==> src/rtl/int_to_flopoco_fp.sv <==
// int_to_flopoco_fp
//
// Converts a signed or unsigned integer into the FloPoCo floating-point
// format {exn[1:0], sign, exp[WE-1:0], frac[WF-1:0]}. Rounding is
// round-to-nearest-even. Results that do not fit the exponent range become
// infinity. A valid strobe travels with the data through NUM_STAGES
// register ranks, and all ranks are stalled together by ce.
//
// Ranks: the first rank (NUM_STAGES >= 1) sits between normalisation and
// rounding. Any further ranks delay the packed result. With NUM_STAGES = 0
// the block is purely combinational.
//
// Ports
//   clk        rising-edge clock
//   rst        asynchronous active-high reset (clears valid, R, inexact)
//   ce         clock enable; 0 holds every rank including the valid chain
//   in_valid   X is valid this cycle
//   is_signed  1: X is two's complement, 0: X is unsigned
//   X          integer operand, IN_WIDTH bits
//   out_valid  R and inexact are valid
//   R          FloPoCo result, WE+WF+3 bits
//   inexact    nonzero bits were discarded by rounding, or the result overflowed
module int_to_flopoco_fp #(
   parameter int IN_WIDTH   = 32,
   parameter int WE         = 8,
   parameter int WF         = 23,
   parameter int NUM_STAGES = 2
) (
   input  logic                 clk,
   input  logic                 rst,
   input  logic                 ce,
   input  logic                 in_valid,
   input  logic                 is_signed,
   input  logic [IN_WIDTH-1:0]  X,
   output logic                 out_valid,
   output logic [WE+WF+2:0]     R,
   output logic                 inexact
);

   localparam int PW    = $clog2(IN_WIDTH);    // leading-one index width
   localparam int FBW   = IN_WIDTH - 1;        // bits below the leading one
   localparam int EW    = WE + 8;              // headroom for exponent overflow
   localparam int RW    = WE + WF + 3;
   localparam int EXT_W = FBW + WF + 3;        // fraction field padded for guard/sticky
   localparam int BIAS  = (32'd1 << (WE - 1)) - 32'd1;

   // Normalised operand handed from the first half to the rounding half.
   // A nonzero flag (rather than an is-zero flag) makes the all-zero reset
   // value decode to +zero.
   typedef struct packed {
      logic           vld;
      logic           nonzero;
      logic           sgn;
      logic [PW-1:0]  lead;
      logic [FBW-1:0] fb;
   } norm_t;

   typedef struct packed {
      logic          vld;
      logic [RW-1:0] r;
      logic          inx;
   } res_t;

   // ---------------------------------------------------------------- checks
   if (IN_WIDTH < 2 || IN_WIDTH > 64) begin : g_bad_in_width
      $error("int_to_flopoco_fp: IN_WIDTH must be in 2..64");
   end
   if (WE < 4 || WE > 11) begin : g_bad_we
      $error("int_to_flopoco_fp: WE must be in 4..11");
   end
   if (WF < 4 || WF > 52) begin : g_bad_wf
      $error("int_to_flopoco_fp: WF must be in 4..52");
   end
   if (NUM_STAGES < 0 || NUM_STAGES > 4) begin : g_bad_stages
      $error("int_to_flopoco_fp: NUM_STAGES must be in 0..4");
   end

   // ------------------------------------------------------ magnitude/normalise
   logic [IN_WIDTH:0]   xext_s;
   logic [IN_WIDTH:0]   mag_wide_s;
   logic [IN_WIDTH-1:0] mag_s;
   logic                neg_s;
   logic [PW-1:0]       lead_s;
   logic [PW-1:0]       shamt_s;
   norm_t               norm_comb_s;

   // Absolute value on IN_WIDTH+1 bits, leading-one search, left-align shift
   always_comb begin
      neg_s       = is_signed & X[IN_WIDTH-1];
      xext_s      = {neg_s, X};
      mag_wide_s  = neg_s ? (~xext_s + (IN_WIDTH+1)'(1'b1)) : xext_s;
      // The magnitude never exceeds 2^IN_WIDTH - 1, so the top bit is always 0.
      mag_s       = mag_wide_s[IN_WIDTH-1:0];
      lead_s      = '0;
      // Ascending scan: the last set bit seen is the leading one.
      for (int i = 0; i < IN_WIDTH; i++) begin
         lead_s = mag_s[i] ? PW'(i) : lead_s;
      end
      shamt_s     = PW'(FBW) - lead_s;
      norm_comb_s = '0;
      norm_comb_s.vld     = in_valid;
      norm_comb_s.nonzero = |mag_wide_s;
      norm_comb_s.sgn     = neg_s;
      norm_comb_s.lead    = lead_s;
      // Shifting the leading one out of the top leaves the fraction bits left-aligned.
      norm_comb_s.fb      = FBW'(mag_s << shamt_s);
   end

   norm_t norm_q_s;

   if (NUM_STAGES == 0) begin : g_rank1_none
      assign norm_q_s = norm_comb_s;
   end else begin : g_rank1
      norm_t norm_r;

      // First rank: normalised operand plus its valid bit
      always_ff @(posedge clk or posedge rst) begin
         if (rst) begin
            norm_r <= '0;
         end else if (ce) begin
            norm_r <= norm_comb_s;
         end
      end

      assign norm_q_s = norm_r;
   end

   // ------------------------------------------------------------- rounding
   logic [EXT_W-1:0] ext_s;
   logic [WF-1:0]    frac_t_s;
   logic             guard_s;
   logic             sticky_s;
   logic             round_up_s;
   logic [WF:0]      frac_sum_s;
   logic [EW-1:0]    exp_s;
   logic             ovf_s;
   res_t             res_comb_s;

   // Round to nearest even, exponent bias, overflow to infinity, pack
   always_comb begin
      ext_s      = {norm_q_s.fb, {(WF+3){1'b0}}};
      frac_t_s   = ext_s[EXT_W-1 -: WF];
      guard_s    = ext_s[EXT_W-1-WF];
      sticky_s   = |ext_s[EXT_W-2-WF:0];
      round_up_s = guard_s & (sticky_s | frac_t_s[0]);
      // A carry out of the fraction leaves its low WF bits all zero.
      frac_sum_s = {1'b0, frac_t_s} + (WF+1)'(round_up_s);
      exp_s      = EW'(norm_q_s.lead) + EW'(BIAS) + EW'(frac_sum_s[WF]);
      // The all-ones exponent is a normal value; only values beyond it overflow.
      ovf_s      = |exp_s[EW-1:WE];

      res_comb_s     = '0;
      res_comb_s.vld = norm_q_s.vld;
      if (!norm_q_s.nonzero) begin
         res_comb_s.r   = '0;
         res_comb_s.inx = 1'b0;
      end else if (ovf_s) begin
         res_comb_s.r   = {2'b10, norm_q_s.sgn, {WE{1'b0}}, {WF{1'b0}}};
         res_comb_s.inx = 1'b1;
      end else begin
         res_comb_s.r   = {2'b01, norm_q_s.sgn, exp_s[WE-1:0], frac_sum_s[WF-1:0]};
         res_comb_s.inx = guard_s | sticky_s;
      end
   end

   // -------------------------------------------------------- result ranks
   res_t res_q_s;

   if (NUM_STAGES <= 1) begin : g_res_none
      assign res_q_s = res_comb_s;
   end else begin : g_res_pipe
      res_t pipe_r [NUM_STAGES-1];

      // Remaining ranks: shift the packed result and its valid bit
      always_ff @(posedge clk or posedge rst) begin
         if (rst) begin
            for (int i = 0; i < NUM_STAGES - 1; i++) begin
               pipe_r[i] <= '0;
            end
         end else if (ce) begin
            pipe_r[0] <= res_comb_s;
            for (int i = 1; i < NUM_STAGES - 1; i++) begin
               pipe_r[i] <= pipe_r[i-1];
            end
         end
      end

      assign res_q_s = pipe_r[NUM_STAGES-2];
   end

   assign out_valid = res_q_s.vld;
   assign R         = res_q_s.r;
   assign inexact   = res_q_s.inx;

endmodule

==> config.mk <==
export PLATFORM = sky130hd
export DESIGN_NAME = int_to_flopoco_fp
export DESIGN_NICKNAME = d
export VERILOG_FILES = /design/src/rtl/int_to_flopoco_fp.sv
export SDC_FILE = /design/constraint.sdc
export NUM_CORES = 1
export LEC_CHECK = 0
export ABC_AREA = 1
export CORE_MARGIN = 3
export CORE_UTILIZATION = 52
export CTS_CLUSTER_DIAMETER = 80
export DETAILED_ROUTE_END_ITERATION = 7
export PLACE_DENSITY_LB_ADDON = 0.25
export REMOVE_ABC_BUFFERS = 1
export SYNTH_ARGS = -nofsm -noshare
export SYNTH_HDL_FRONTEND = slang
export SYNTH_SLANG_ARGS = --single-unit
==> constraint.sdc <==
create_clock -name clk -period 3.7 [get_ports clk]
set_clock_uncertainty 0.2 [all_clocks]
set_input_delay 0.74 -clock clk [delete_from_list [all_inputs] [get_ports clk]]
set_output_delay 0.74 -clock clk [all_outputs]
set_load 0.02 [all_outputs]
==> results.md, run 1 <==
- The first error in the log reads "[ERROR GRT-0232] Routing congestion too high. Check the congestion heatmap in the GUI".
- The HPWL after detailed placement is 14,300 um.
- Synthesis produced a netlist whose cell count is 919.
- The maximum number of pins on one net before global-route repair is 62.
- Clock tree synthesis selected as its root buffer the cell sky130_fd_sc_hd__clkbuf_16.
- The cell type contributing the most total cell area after synthesis is sky130_fd_sc_hd__dfrtp_1.
- Counting flops and latches in the post-synthesis netlist gives 74.
- After the last repair the worst path ends at a register data pin.
- During synthesis, Yosys emitted a total of 0 warnings.
- The run stopped with a tool error.
- After global routing the overflow that remains totals 57.
- The maximum number of buffers from clock root to sink is 2.
- The total clock buffers created by CTS is 9.
- Summed over its instances, the top area cell type makes up 30.9% of the synthesized netlist area.
- Buffers inserted to repair hold after CTS numbered 0.
- The number of buffer cells added on primary ports is 71.
- The worst endpoint left by the global-route repair_timing run is ext_s[46]$_DFFE_PP0P_/D.
- Counting distinct cell types in the post-synthesis netlist gives slightly below 50.
- 73 I/O pins were placed.
- After synthesis, the cell types taking the most area are sky130_fd_sc_hd__dfrtp_1 31%, sky130_fd_sc_hd__nand3_1 19%, sky130_fd_sc_hd__nand2_1 14%, sky130_fd_sc_hd__inv_1 5.6%, sky130_fd_sc_hd__nor2_1 4.2%.
- The H-tree depth is 3.
- The flow stopped in global routing (5_1_grt).
- The initialized floorplan defines 38 standard-cell rows.
- The number of placed cells counting well taps is 1,215.
- The placer's final routability congestion estimate is around 0.94.
- In this run the vertical extent of the chip is 113 um.
- The summed instance area of the synthesized netlist is 5990 um^2.
- Counting every sink on the clock net gives between 70 and 80.
- The average cell area after synthesis is 6.52 um^2.
- In this run the horizontal extent of the chip is 113 um.
- For this run, the register share of the synthesized area comes to 30.9%.
- The starting density of the core is 54.3%.
- Global routing used 73.5% of the available tracks.
## cells by family after synthesis
kind of cell    after synthesis  share of synthesized area, %
simple gates                574                          44.5
buf+inv                     149                          10.2
other cells                   1                        0.0626
xor+xnor                     20                          3.17
flops                        74                          30.9
compound gates               95                          9.94
fa+ha+maj                     6                          1.25
## synthesized netlist by cell type (all sizes together)
cell type	count
a32o	6
xnor2	1
nand3b	5
nand3	244
nand4	13
clkinv	1
dfrtp	74
a22oi	2
a21oi	12
buf	26
xor2	19
and3	1
a41oi	1
nor2	69
a21boi	2
or3	1
nor4	3
conb	1
a31oi	1
clkbuf	20
ha	6
nor3	8
a21o	1
o21ai	56
o211ai	2
o31ai	6
o22ai	1
o221ai	1
and2	1
a22o	4
nor3b	1
inv	102
nand2	228
## stage by stage
step           util (%)  hold slack, ps  TNS, ps  setup slack, ps  area (um^2)
2_1_floorplan         -             254   -65040            -2160         5770
3_3_place_gp       70.2             255   -43190            -1270         7740
3_5_place_dp       70.2             259   -47160            -1350         7740
4_1_cts            89.7             283   -22820             -663         9890
## metal layers
| metal | GRT overflow | global-route usage (%) |
|---|---|---|
| met5 | 0 | 14.5 |
| met4 | 27 | 77.4 |
| met1 | 3 | 73.6 |
| met3 | 0 | 54.6 |
| met2 | 27 | 91.2 |
## repair_timing
| item | 4_1_cts |
|---|---|
| setup endpoints to repair | 47 |
| setup buffers | 94 |
| gates cloned | 8 |
| gates resized for setup | 261 |
| pin swaps | 80 |
==> inputs of run 2 (changes only) <==
--- a/config.mk
+++ b/config.mk
@@ -7,10 +7,9 @@
 export LEC_CHECK = 0
 export ABC_AREA = 1
 export CORE_MARGIN = 3
-export CORE_UTILIZATION = 52
-export CTS_CLUSTER_DIAMETER = 80
+export CORE_UTILIZATION = 40
 export DETAILED_ROUTE_END_ITERATION = 7
-export PLACE_DENSITY_LB_ADDON = 0.25
+export PLACE_DENSITY_LB_ADDON = 0.15
 export REMOVE_ABC_BUFFERS = 1
 export SYNTH_ARGS = -nofsm -noshare
 export SYNTH_HDL_FRONTEND = slang
==> constraint.sdc (replaced) <==
create_clock -name clk -period 4.8 [get_ports clk]
set_clock_uncertainty 0.2 [all_clocks]
set_input_delay 0.96 -clock clk [delete_from_list [all_inputs] [get_ports clk]]
set_output_delay 0.96 -clock clk [all_outputs]
set_load 0.02 [all_outputs]
==> run 2 against run 1 <==
Area after synthesis is the same. The run now ends clean. Synthesized cell count unchanged.
==> results.md, run 2 <==
- The run finished with clean final reports.
- Timing analysis after detailed placement gives a worst setup slack of -595 ps.
- In this run the cell area of the synthesized design comes to roughly 6000 um^2.
- The total clock buffers created by CTS is 9.
- Along the worst path, the maximum fanout reaches 14.
- In the layout the commonest cells are 211 x sky130_fd_sc_hd__nand2_1, 121 x sky130_fd_sc_hd__nand3_1, 116 x sky130_fd_sc_hd__nand3_2, 102 x sky130_fd_sc_hd__buf_4, 87 x sky130_fd_sc_hd__inv_1.
- Power spread over the standard cell area amounts to 308 nW/um^2.
- The library cell used most frequently in the layout, excluding fill and tap cells, is sky130_fd_sc_hd__nand2_1.
- At the worst endpoint, the required time is 4810 ps.
- The maximum number of buffers from clock root to sink is 2.
- The total overflow left after global routing is 0.
- The worst setup path is captured at a flop.
- The cell count after synthesis is 919.
- Relative to the synthesized area, the layout overhead comes to 52.4%.
- The placer's final routability congestion estimate is 0.948.
- The area share of the largest cell type after synthesis is 30.9%.
- The first-pass GRT wire length is 31,700 um.
- Summing all placed instances gives a cell area of 7600 um^2.
- The width of the chip is 128 um.
- The worst path meets setup with approximately 220 ps of slack.
- Max-cap violations in this run came to 0.
- Subtracting the final worst setup slack from the clock period gives 4580 ps.
- The H-tree depth is 3.
- The starting density of the core is 41.1%.
- The slew at the pin closest to its max-slew limit is 789 ps.
- Power comes to around 2800 uW.
- Row generation in the floorplan step produced 44 rows.
- The number of hold buffers added after CTS is 0.
- The HPWL after detailed placement is 14,300 um.
- Clock-pin slew was measured on the worst setup and hold paths at ~60 ps.
- The proportion of layout cells with a drive suffix above 1 is 31.0%.
- The via count of the first global-routing pass is 6,450.
- The detailed-routing iteration count for the pre-antenna-repair pass is 5.
- By count the netlist is led by 232 x sky130_fd_sc_hd__nand3_1, 227 x sky130_fd_sc_hd__nand2_1, 90 x sky130_fd_sc_hd__inv_1.
- Setup repair after global routing could not meet its margin everywhere.
- The category of the most critical setup path is input port to flop.
- Of the total power, the share spent switching nets is a little under 40%.
- On the worst path, the slowest cell contributes a delay of 200 ps.
- Clock tree synthesis selected as its root buffer the cell sky130_fd_sc_hd__clkbuf_16.
- The netlist uses approximately 50 different library cells.
- The total length of routed wires is 20,100 um.
- TritonCTS built the clock tree.
- The total routing resource utilization after global routing is between 20% and 30%.
- The tightest slew margin relative to the limit is 47.3%.
- Among all stages on the critical path, the largest delay is contributed by sky130_fd_sc_hd__nor3_2.
- Excluding fillers, the count of instances in the completed layout stands at 1,276.
- The number of enable-type register cells in the synthesized netlist is 0.
- The routed layout has 6,903 vias.
- The data arrival time of the critical path is 4590 ps.
- Entering global routing, the biggest net connects 62 pins.
- The wire length per cell after detailed routing is 15.7 um.
- Of all cell types, the one taking the most synthesized area is sky130_fd_sc_hd__dfrtp_1.
- The initial antenna violation count is 0.
- The most frequent cell after synthesis is sky130_fd_sc_hd__nand3_1.
- The region available for standard cell placement spans about 15,000 um^2.
- The commonest register cell after synthesis is sky130_fd_sc_hd__dfrtp_1.
- The number of nets still failing antenna checks after routing is 0.
- The share of total power dissipated in combinational logic is between 40% and 50%.
- The register with the most flip-flops in the layout has 33 of them.
- Sequential cells account for between 30% and 40% of the total power.
- The final critical path takes up 95.4% of the cycle.
- Summed over all cells, the static leakage comes to between 0.004 and 0.005 uW.
- The number of buffer cells added on primary ports is 71.
- For this design the total switching power over the nets is 1100 uW.
- The maximum operating frequency is 218 MHz.
- After synthesis the netlist holds a flip-flop and latch count of 74.
- The number of diodes is 0.
- Once placement completed, the tool counted placed cells totaling roughly 1,200.
- The kind of start point of the critical path is an input port.
- The detailed router finished its first iteration with 423 violations.
- The library cell appearing most often on the critical path is sky130_fd_sc_hd__inv_2.
- After detailed routing, the number of remaining DRC violations is 0.
- Ranked by total cell area, the synthesized netlist is headed by sky130_fd_sc_hd__dfrtp_1 31%, sky130_fd_sc_hd__nand3_1 19%, sky130_fd_sc_hd__nand2_1 14%, sky130_fd_sc_hd__inv_1 5.6%, sky130_fd_sc_hd__nor2_1 4.2%.
- The vertical die dimension is 128 um.
- The number of vias per cell after detailed routing is 5.41.
- The total number of clock tree sinks is 74.
- The die area is 16,500 um^2.
- The clock share of power is ~22%.
- IR analysis of the VDD net gives a maximum drop of 0.150 mV.
- The final net count is approximately 1,100.
- The total count of hold-check failures in the final report is 0.
- The final max-slew violation count came to 0.
- 73 I/O pins were placed.
- The share of synthesized area occupied by flip-flops and latches is a little over 30%.
- The post-synthesis async set-or-reset flop share is 100%.
- The total non-filler cell area in the finished layout is 9140 um^2.
- The average cell area after synthesis is 6.52 um^2.
- Setup violations remaining at the end of the flow were counted as 0.
- The count of warnings emitted by yosys is 0.
- The tightest min-delay check is of the flop to flop type.
- Cell internal power was estimated by the tool at about 1700 uW.
- At the later pin of the worst-skew pair, clock insertion delay measures 330 ps.
## run 2: cell counts after synthesis
Identical to the previous run, type by type.
## run 2: path summary, 6_finish.rpt
check	from	end	slack, ps	cells after the start
min reg2reg	R[32]	R[32]	270	2
min in group asynchronous	rst	R[29]	690	2
min	R[32]	R[32]	270	2
max reg2reg	ext_s[29]	R[27]	630	31
max	X[0]	ext_s[34]	220	30
max in group asynchronous	rst	R[32]	2630	3
## run 2: area by class of cell
class	instances	area, um^2
repair buffers	204	2060
fillers	1372	5450
inverters	103	397
flip-flops and latches	74	1850
clock inverters	4	26.3
clock buffers	11	253
well taps	184	230
multi-input cells	696	4320
## run 2: critical path, delay by kind of cell
family | cells | cell delay (ps)
XOR/XNOR | 1 | 170
AO/OA/AOI/OAI | 2 | 250
AND/OR/NAND/NOR | 17 | 2130
buffers and inverters | 10 | 1070
## run 2: kinds of logic after synthesis
group           after synthesis  synth area share, %
simple gates                574                 44.5
fa+ha+maj                     6                 1.25
compound gates               95                 9.94
other cells                   1               0.0626
buf+inv                     149                 10.2
xor+xnor                     20                 3.17
flops                        74                 30.9
## run 2: layer usage
layer | vias up | routed length [um] | track usage (%)
met5 | - | 0 | 0
met4 | 0 | 762 | 8.11
met3 | 55 | 885 | 2.37
met2 | 207 | 9940 | 41.0
met1 | 3234 | 8460 | 30.7
li1 | 3407 | - | -
## run 2: stage by stage
step | utilization (%) | setup TNS, ps | hold WS (ps)
6_report | 62.6 | 0 | 266
3_5_place_dp | 52.1 | -16920 | 258
5_1_grt | 62.6 | -392 | 289
3_3_place_gp | 52.1 | -15150 | 255
4_1_cts | 58.7 | -65.6 | 273
2_1_floorplan | - | -34350 | 254
## run 2: what timing repair did
| action | CTS | global route |
|---|---|---|
| resized for setup | 95 | 117 |
| pin swaps | 28 | 24 |
| gates cloned | 6 | 3 |
| buffers inserted | 17 | 8 |
| setup endpoints to repair | 31 | 34 |
## run 2: power by group through the flow
stage / registers (uW) / clock network, uW / logic, uW
3_5_place_dp: 854 / 0 / 1090
4_1_cts: 844 / 640 / 1230
6_report: 843 / 629 / 1340
2_1_floorplan: 910 / 0 / 554
5_1_grt: 860 / 661 / 1470
3_3_place_gp: 849 / 0 / 1090
Power figures use the tool's default switching activity.
==> inputs of run 3 (changes only) <==
--- a/config.mk
+++ b/config.mk
@@ -8,6 +8,7 @@
 export ABC_AREA = 1
 export CORE_MARGIN = 3
 export CORE_UTILIZATION = 40
+export CTS_CLUSTER_DIAMETER = 40
 export DETAILED_ROUTE_END_ITERATION = 7
 export PLACE_DENSITY_LB_ADDON = 0.15
 export REMOVE_ABC_BUFFERS = 1
==> results of run 3 <==
Same layout as run 2: the final DEF is identical, and so are final timing and power.
